<file path="config.mk">
export PLATFORM = sky130hd
export DESIGN_NAME = oam_dma
export DESIGN_NICKNAME = d
export VERILOG_FILES = /design/src/rtl/oam_dma.sv
export SDC_FILE = /design/constraint.sdc
export NUM_CORES = 1
export LEC_CHECK = 0
export CAP_MARGIN = 30
export CORE_ASPECT_RATIO = 0.5
export CORE_MARGIN = 3
export CORE_UTILIZATION = 55
export DETAILED_ROUTE_END_ITERATION = 10
export DONT_BUFFER_PORTS = 1
export GPL_ROUTABILITY_DRIVEN = 1
export HOLD_SLACK_MARGIN = 0.12
export PLACE_DENSITY = 0.76
export SYNTH_ARGS = -nofsm -noshare
export SYNTH_HDL_FRONTEND = slang
export SYNTH_SLANG_ARGS = --single-unit
</file>
<file path="constraint.sdc">
create_clock -name clk -period 5.63 [get_ports clk]
set_input_delay 1.126 -clock clk [delete_from_list [all_inputs] [get_ports clk]]
set_output_delay 1.126 -clock clk [all_outputs]
set_load 0.005 [all_outputs]
</file>
<file path="src/rtl/oam_dma.sv">
// OAM DMA engine: a write to the DMA register copies XFER_LEN bytes from page
// {src_page, 00} to OAM_BASE through an initiator bus with a ready handshake.
module oam_dma #(
  parameter logic [15:0] DMA_REG_ADDR = 16'hFF46,
  parameter logic [15:0] OAM_BASE     = 16'hFE00,
  parameter int unsigned XFER_LEN     = 160
) (
  input  logic        clk,
  input  logic        reset,
  input  logic [15:0] cpu_addr,
  input  logic [7:0]  cpu_wdata,
  input  logic        cpu_wr,
  input  logic        cpu_rd,
  output logic [7:0]  cpu_rdata,
  output logic        cpu_hit,
  output logic [15:0] m_addr,
  output logic [7:0]  m_wdata,
  output logic        m_rd,
  output logic        m_wr,
  input  logic [7:0]  m_rdata,
  input  logic        m_ready,
  output logic        busy,
  output logic        done
);

  typedef enum logic [1:0] {IDLE, READ, WRITE} state_t;

  localparam logic [7:0] LAST = 8'(XFER_LEN - 1);

  state_t      state, state_nxt;
  logic [7:0]  idx, idx_nxt;
  logic [7:0]  page_reg, page_nxt;
  logic        pending, pending_nxt;
  logic [15:0] m_addr_nxt;
  logic [7:0]  m_wdata_nxt;
  logic        m_rd_nxt, m_wr_nxt, busy_nxt, done_nxt;
  logic [7:0]  cpu_rdata_nxt;
  logic        cpu_hit_nxt;
  logic        reg_wr, restart, go;
  logic [7:0]  src_page;

  always_comb begin
    state_nxt     = state;
    idx_nxt       = idx;
    page_nxt      = page_reg;
    pending_nxt   = pending;
    m_addr_nxt    = m_addr;
    m_wdata_nxt   = m_wdata;
    m_rd_nxt      = m_rd;
    m_wr_nxt      = m_wr;
    busy_nxt      = busy;
    done_nxt      = 1'b0;
    go            = 1'b0;

    reg_wr = cpu_wr && (cpu_addr == DMA_REG_ADDR);
    if (reg_wr) page_nxt = cpu_wdata;
    // Echo RAM E000-FFFF folds onto C000-DFFF.
    src_page = (page_nxt < 8'hE0) ? page_nxt : page_nxt - 8'h20;
    // A restart written in the same cycle as m_ready takes effect at once.
    restart  = reg_wr || pending;

    cpu_hit_nxt   = cpu_rd && (cpu_addr == DMA_REG_ADDR);
    cpu_rdata_nxt = cpu_hit_nxt ? page_reg : '0;

    unique case (state)
      IDLE: begin
        if (reg_wr) go = 1'b1;
      end
      READ: begin
        if (m_ready) begin
          if (restart) begin
            go = 1'b1;
          end else begin
            state_nxt   = WRITE;
            m_rd_nxt    = 1'b0;
            m_wr_nxt    = 1'b1;
            m_addr_nxt  = OAM_BASE + {8'h00, idx};
            m_wdata_nxt = m_rdata;
          end
        end else if (reg_wr) begin
          pending_nxt = 1'b1;
        end
      end
      WRITE: begin
        if (m_ready) begin
          if (restart) begin
            go = 1'b1;
          end else if (idx == LAST) begin
            state_nxt = IDLE;
            m_wr_nxt  = 1'b0;
            busy_nxt  = 1'b0;
            done_nxt  = 1'b1;
          end else begin
            state_nxt  = READ;
            idx_nxt    = idx + 8'd1;
            m_wr_nxt   = 1'b0;
            m_rd_nxt   = 1'b1;
            m_addr_nxt = {src_page, idx + 8'd1};
          end
        end else if (reg_wr) begin
          pending_nxt = 1'b1;
        end
      end
      default: state_nxt = IDLE;
    endcase

    if (go) begin
      state_nxt   = READ;
      idx_nxt     = '0;
      pending_nxt = 1'b0;
      m_rd_nxt    = 1'b1;
      m_wr_nxt    = 1'b0;
      m_addr_nxt  = {src_page, 8'h00};
      busy_nxt    = 1'b1;
    end
  end

  always_ff @(posedge clk or posedge reset) begin
    if (reset) begin
      state     <= IDLE;
      idx       <= '0;
      page_reg  <= '0;
      pending   <= 1'b0;
      m_addr    <= '0;
      m_wdata   <= '0;
      m_rd      <= 1'b0;
      m_wr      <= 1'b0;
      busy      <= 1'b0;
      done      <= 1'b0;
      cpu_rdata <= '0;
      cpu_hit   <= 1'b0;
    end else begin
      state     <= state_nxt;
      idx       <= idx_nxt;
      page_reg  <= page_nxt;
      pending   <= pending_nxt;
      m_addr    <= m_addr_nxt;
      m_wdata   <= m_wdata_nxt;
      m_rd      <= m_rd_nxt;
      m_wr      <= m_wr_nxt;
      busy      <= busy_nxt;
      done      <= done_nxt;
      cpu_rdata <= cpu_rdata_nxt;
      cpu_hit   <= cpu_hit_nxt;
    end
  end

endmodule

</file>
==> impl_results.md, run 1 <==
- Wire per inst: approximately 18 um
- Cell Area, Placed: 2780 sq um
- Minimum clock period: between 2 and 3 ns
- Max FO, Critical Path: 11
- Synth top area share: 51.0%
- Post-synth ARST share: 100%
- Final hold slack: 0.517 ns
- Leakage: 1.40 nW
- Max frequency: 0.376 GHz
- Max Cap Viol: 0
- R2R setup slack: 3.39 ns
- GR Util met3: under 10%
- Cell Pwr Density: 388 nW/um^2
- Clock sink count: 56
- Congestion Overflow GR: 0
- DR vias: roughly 1800
- Vias per Instance: 6.13
- # diodes: 0
- Busiest layer in global routing: met2
- Final Cell Area: between 2000 and 3000 sq um
- Sequential share of the synthesized area: 51.0%
- X dimension of the die: about 110 um
- Pre-CTS WS: 2.61 ns
- Final setup margin: approximately 3 ns
- Worst Hold Class: reg2reg
- Synth area leaders: dfrtp_1 (51%), mux2_4 (4.4%), a22o_1 (3.5%), and3_1 (3.4%), mux2_2 (2.9%)
- Critical path capture point: idx[5]
- Largest net degree at the start of global routing: 38
- Core area: 4590 sq um
- Cell variety after synth: 51
- Commonest register cell after synthesis: dfrtp_1
- Cts repair resizes: 0
- #FFs+latches synth: 56
- Max FFs per register: 16
- Port bufs: 0
- Placed insts: 283
- Antenna-violating nets left: 0
- Final #Nets: between 200 and 300
- TritonCTS clock tree: built
- Total Wirelength: 5360 um
- Reg-to-reg endpoint: idx[5]
- Post-DP HPWL: about 4000 um
- Worst Setup Start Kind: input pin
- Final core utilization: 62.4%
- Fin. Hold Viols: 0
- EDFF count, synth: 0
- Num CTS Buffers: 5
- Gr usage total: between 10% and 20%
- DRC viols: 0
- Most common cell in the synthesized netlist: dfrtp_1
- Gate Count Post-Synth: 228
- Critical Path RT: between 5 and 6 ns
- I/O pins: between 70 and 80
- CP endpoint kind: register
- Syn_area_per_cell: 12.0 sq um
- Syn Std Cell Area: 2750 sq um
- Die area: 5930 sq um
- Final Skew: between 0.009 and 0.01 ns
- Met1 usage: 25.7%
- Top reg by flops: m_addr
- Syn nets: around 270
- Synth area leader: dfrtp_1
- Fill count: 369
- Final std cells w/o fill: 291
- Initial core utilization: around three fifths
- Total iterations of the first detailed-routing run: 4
- First-pass GRT wire length: 8940 um
- Post-CTS setup buffers: 0
- Crit share post-route: 47.3%
- Area Overhead vs Synth: 4.51%
- Critical path arrival: 2.86 ns
- Worst IR drop on VDD: 0.150 mV
- R2r startpoint: state[0]
- Met2 GRT Util: 29.9%
- Die Ht: 56.0 um
- RSZ-0062 raised after global routing: false
- Hold_buf cts: 0
- Clock buffer depth: 2
- Syn. warnings: 0
- List of most frequent post-synthesis cells: dfrtp_1 (56), and3_1 (15), nand2_1 (12), a22o_1 (11), nor2_1 (10)
- Worst-path clk slew: around 0.10 ns
- Outcome: finished clean
- Number of global-route vias before repair: 1793
- H-tree depth: 2
- Clk root buf: clkbuf_8
- Critical path startpoint: cpu_addr[7]
- Setup CP Type: in2reg
- Rel. slew slack: 50.0%
- RD Place Congestion: slightly above 0.9
- Final Power: roughly 1.1 mW
- Measured slew at the worst slew-check pin: roughly 0.74 ns
- Row count: 17
- Initial antenna violation count: 0
- Sequential cell area: 1400 sq um
- Clk_lat worst skew: approximately 0.3 ns
- Layout cell share with drive strength beyond 1: 15.6%
- Worst reg2reg path depth: 5
- Final setup vio count: 0
- Setup Total Neg Slack: 0 ns
- Multi-input gate area: ~1200 sq um
- Initial DRC Count: ~200
- Slew Limit Fails: 0
## worst min-delay path by stage
stage	startpoint	endpoint	slack, ns	cells after the start
finish	page_reg[3]	cpu_rdata[3]	0.52	1
detailed placement	page_reg[4]	cpu_rdata[4]	0.50	1
CTS	page_reg[4]	cpu_rdata[4]	0.52	1
global placement	page_reg[4]	cpu_rdata[4]	0.48	1
global route	page_reg[2]	cpu_rdata[2]	0.53	1
floorplan	page_reg[5]	page_reg[5]	0.45	2
## cells in the final DEF, fill, tap and decap left out, types with 7 or more instances in the layout
master,count
a22o_1,11
and3_1,15
dfrtp_1,56
mux2_2,7
mux2_4,8
nand2_1,12
nor2_1,10
## where the power goes
group | switching, mW | total, mW | leakage, nW | internal [mW]
logic | 0.168 | 0.326 | 0.607 | 0.158
registers | 0.0777 | 0.565 | 0.741 | 0.488
clock network | 0.131 | 0.220 | 0.0485 | 0.0894
total | 0.377 | 1.11 | 1.40 | 0.735
## layout make-up
type | count | share of cell area (%)
flip-flops and latches | 56 | 48.8
multi-input cells | 153 | 43.5
well taps | 66 | 2.88
clock buffers | 5 | 2.40
inverters | 7 | 0.916
clock inverters | 3 | 0.785
repair buffers | 1 | 0.698
## cells by family (layout without fill, tap and decap cells)
family                   after synthesis  after routing  synth area share [%]
AND/OR/NAND/NOR                       74             74                  18.1
flip-flops                            56             56                  51.0
adder cells (fa/ha/maj)                6              6                  2.73
buffers and inverters                 19             16                  3.51
AO/OA/AOI/OAI                         48             48                  14.0
XOR/XNOR                               8              8                  2.55
multiplexers                          17             17                  8.02
## worst max-delay path, stage by stage
cell and delay [ns]:
nand4bb_4 0.21, nor4_4 0.56, a21boi_2 0.20, a22o_1 0.36, a221o_1 0.40
## layer usage
metal	vias to the layer above	part of all wire (%)
met5	-	0
met4	0	0.26
met3	4	9.1
met2	72	46
met1	884	45
li1	824	-
Power figures use the tool's default switching activity.
==> run 2: changes to the inputs <==
Clock period 5.63 ns to 2.71 ns, I/O delays scaled along.
==> run 2 against run 1 <==
Worst hold slack got worse by 0.17 ns. Total power is 110% higher. Critical path depth up 1. Non-clock buffer count rose by 3. Routed wire length grew 2.3%. Count of clock-buffer cells in the layout did not move. Die area did not move. Sequential power is 110% higher. Combinational power rose by 120%. Worst setup slack got worse by 2.5 ns. Via count increased by 1.8%. Critical endpoint is now idx[2].
==> impl_results.md, run 2 (synthesis gave the netlist of run 1 again) <==
- Slew Limit Fails: 0 (unchanged)
- Gr usage total: 18.9% (unchanged)
- Congestion Overflow GR: 0 (unchanged)
- Clk root buf: clkbuf_8 (unchanged)
- Reg-to-reg endpoint: idx[2] (was idx[5])
- Total iterations of the first detailed-routing run: 4 (unchanged)
- Fin. Hold Viols: 0 (unchanged)
- Core area: 4590 sq um (unchanged)
- Row count: 17 (unchanged)
- Worst IR drop on VDD: 0.303 mV (was 0.150 mV)
- Initial DRC Count: 124 (was 203)
- I/O pins: 74 (unchanged)
- Post-DP HPWL: 4100 um (was 3980 um)
- Worst Setup Start Kind: register (was input pin)
- Initial antenna violation count: 0 (unchanged)
- Worst-path clk slew: 0.11 ns (was 0.10 ns)
- Wire per inst: 18.6 um (was 18.4 um)
- Die Ht: 56.0 um (unchanged)
- Die area: 5930 sq um (unchanged)
- Port bufs: 0 (unchanged)
- DRC viols: 0 (unchanged)
- R2R setup slack: 0.46 ns (was 3.39 ns)
- Fill count: 373 (was 369)
- Final Skew: 0.00846 ns (was 0.00988 ns)
- RD Place Congestion: 0.869 (was 0.917)
- Hold_sp: cpu_wdata[5] (was page_reg[3])
- Largest net degree at the start of global routing: 38 (unchanged)
- Num CTS Buffers: 5 (unchanged)
- Setup CP Type: reg2reg (was in2reg)
- Antenna-violating nets left: 0 (unchanged)
- Most frequent cells in the layout: dfrtp_1 (56), and3_1 (15), nand2_1 (12) (unchanged)
- X dimension of the die: 106 um (unchanged)
- CP Buf/Inv Count: 1 (was 0)
- Clock sink count: 56 (unchanged)
- Max FO, Critical Path: 11 (unchanged)
- First-pass GRT wire length: 8880 um (was 8940 um)
- Max Cap Viol: 0 (unchanged)
- TritonCTS clock tree: built (unchanged)
- CP max stage delay: 0.42 ns (was 0.56 ns)
- Minimum clock period: ~2.3 ns
- RSZ-0062 raised after global routing: false (unchanged)
- Multi-input gate area: 1250 sq um (unchanged)
- Clk_lat worst skew: 0.32 ns (was 0.30 ns)
- Commonest non-fill, non-tap cell in the layout: dfrtp_1 (unchanged)
- Measured slew at the worst slew-check pin: 0.695 ns (was 0.741 ns)
- Number of global-route vias before repair: 1781 (was 1793)
- Worst reg2reg path depth: 6 (was 5)
- Critical path cell sequence: inv_1 > ha_1 > a21oi_1 > or2_1 > a22o_1 > a221o_1 (was nand4bb_4 > nor4_4 > a21boi_2 > a22o_1 > a221o_1)
- Total Wirelength: 5480 um (was 5360 um)
- Final setup vio count: 0 (unchanged)
- Layout cell share with drive strength beyond 1: 16.2% (was 15.6%)
- Critical path capture point: idx[2] (was idx[5])
- Critical Path RT: 2.92 ns (was 5.83 ns)
- Placed insts: 285 (was 283)
- # diodes: 0 (unchanged)
- Hold_buf cts: 1 (was 0)
- Leakage: 1.41 nW (was 1.40 nW)
- Final hold slack: 0.345 ns (was 0.517 ns)
- Final std cells w/o fill: 294 (was 291)
- Outcome: finished clean (unchanged)
- Crit share post-route: 83.1%
- Rel. slew slack: 53.0% (was 50.0%)
- Post-CTS setup buffers: 0 (unchanged)
- Worst path depth: 6 (was 5)
- Worst Hold Class: in2reg (was reg2reg)
- Max frequency: 0.444 GHz
- Critical path arrival: 2.46 ns (was 2.86 ns)
- Top reg by flops: m_addr (unchanged)
- Critical path's slowest cell: dfrtp_1 (was nor4_4)
- CP delay by family, top: compound AO/OA/AOI/OAI gates (unchanged)
- Final #Nets: 270 (was 267)
- Vias per Instance: 6.18 (was 6.13)
- Sequential cell area: 1400 sq um (unchanged)
- Clock buffer depth: 2 (unchanged)
- DR vias: 1816 (was 1784)
- H-tree depth: 2 (unchanged)
- CP endpoint kind: register (unchanged)
- Setup Total Neg Slack: 0 ns (unchanged)
- Cell Pwr Density: 815 nW/um^2 (was 388 nW/um^2)
- R2r startpoint: state[0] (unchanged)
- Cts repair resizes: 0 (unchanged)
- Max FFs per register: 16 (unchanged)
- Critical path startpoint: state[0] (was cpu_addr[7])
- Area Overhead vs Synth: 5.61% (was 4.51%)
- Initial core utilization: 59.7% (unchanged)
-- run 2: layout make-up --
class | count | share of cell area [%]
multi-input combinational | 153 | 43.0
sequential | 56 | 48.3
timing repair buffer | 4 | 1.55
inverter | 7 | 0.906
tap | 66 | 2.85
clock inverter | 3 | 0.950
clock buffer | 5 | 2.37
-- run 2: worst min path at each step --
stage	endpoint	slack [ns]	depth (start not counted)
floorplan	page_reg[5]	0.45	2
global placement	cpu_rdata[2]	0.44	1
detailed placement	cpu_rdata[2]	0.44	1
CTS	page_reg[5]	0.34	2
global route	cpu_hit	0.34	1
finish	page_reg[5]	0.34	2
-- run 2: routing by layer --
metal	share of wire (%)	track usage (%)	wire length, um	vias up
met1	43	24.4	2350	909
met2	47	29.9	2570	69
li1	-	-	-	833
met3	9.4	6.95	516	5
met4	0.84	5.72	46	0
met5	0	0	0	-
-- run 2: where the power goes --
part	switching (mW)	internal, mW	leakage (nW)
Clock	0.292	0.190	0.0463
Combinational	0.364	0.339	0.623
Sequential	0.164	1.01	0.741
-- run 2: stage by stage --
| stage | util [%] | setup slack [ns] | area (sq um) | total power [mW] |
|---|---|---|---|---|
| finish | 63.1 | 0.457 | 2900 | 2.36 |
| global route | 63.1 | 0.358 | 2900 | 2.51 |
| CTS | 63.1 | 0.479 | 2900 | 2.38 |
| detailed placement | 60.8 | 0.288 | 2790 | 1.89 |
| global placement | 60.8 | 0.385 | 2790 | 1.86 |
| floorplan | - | 0.590 | 2750 | 1.73 |
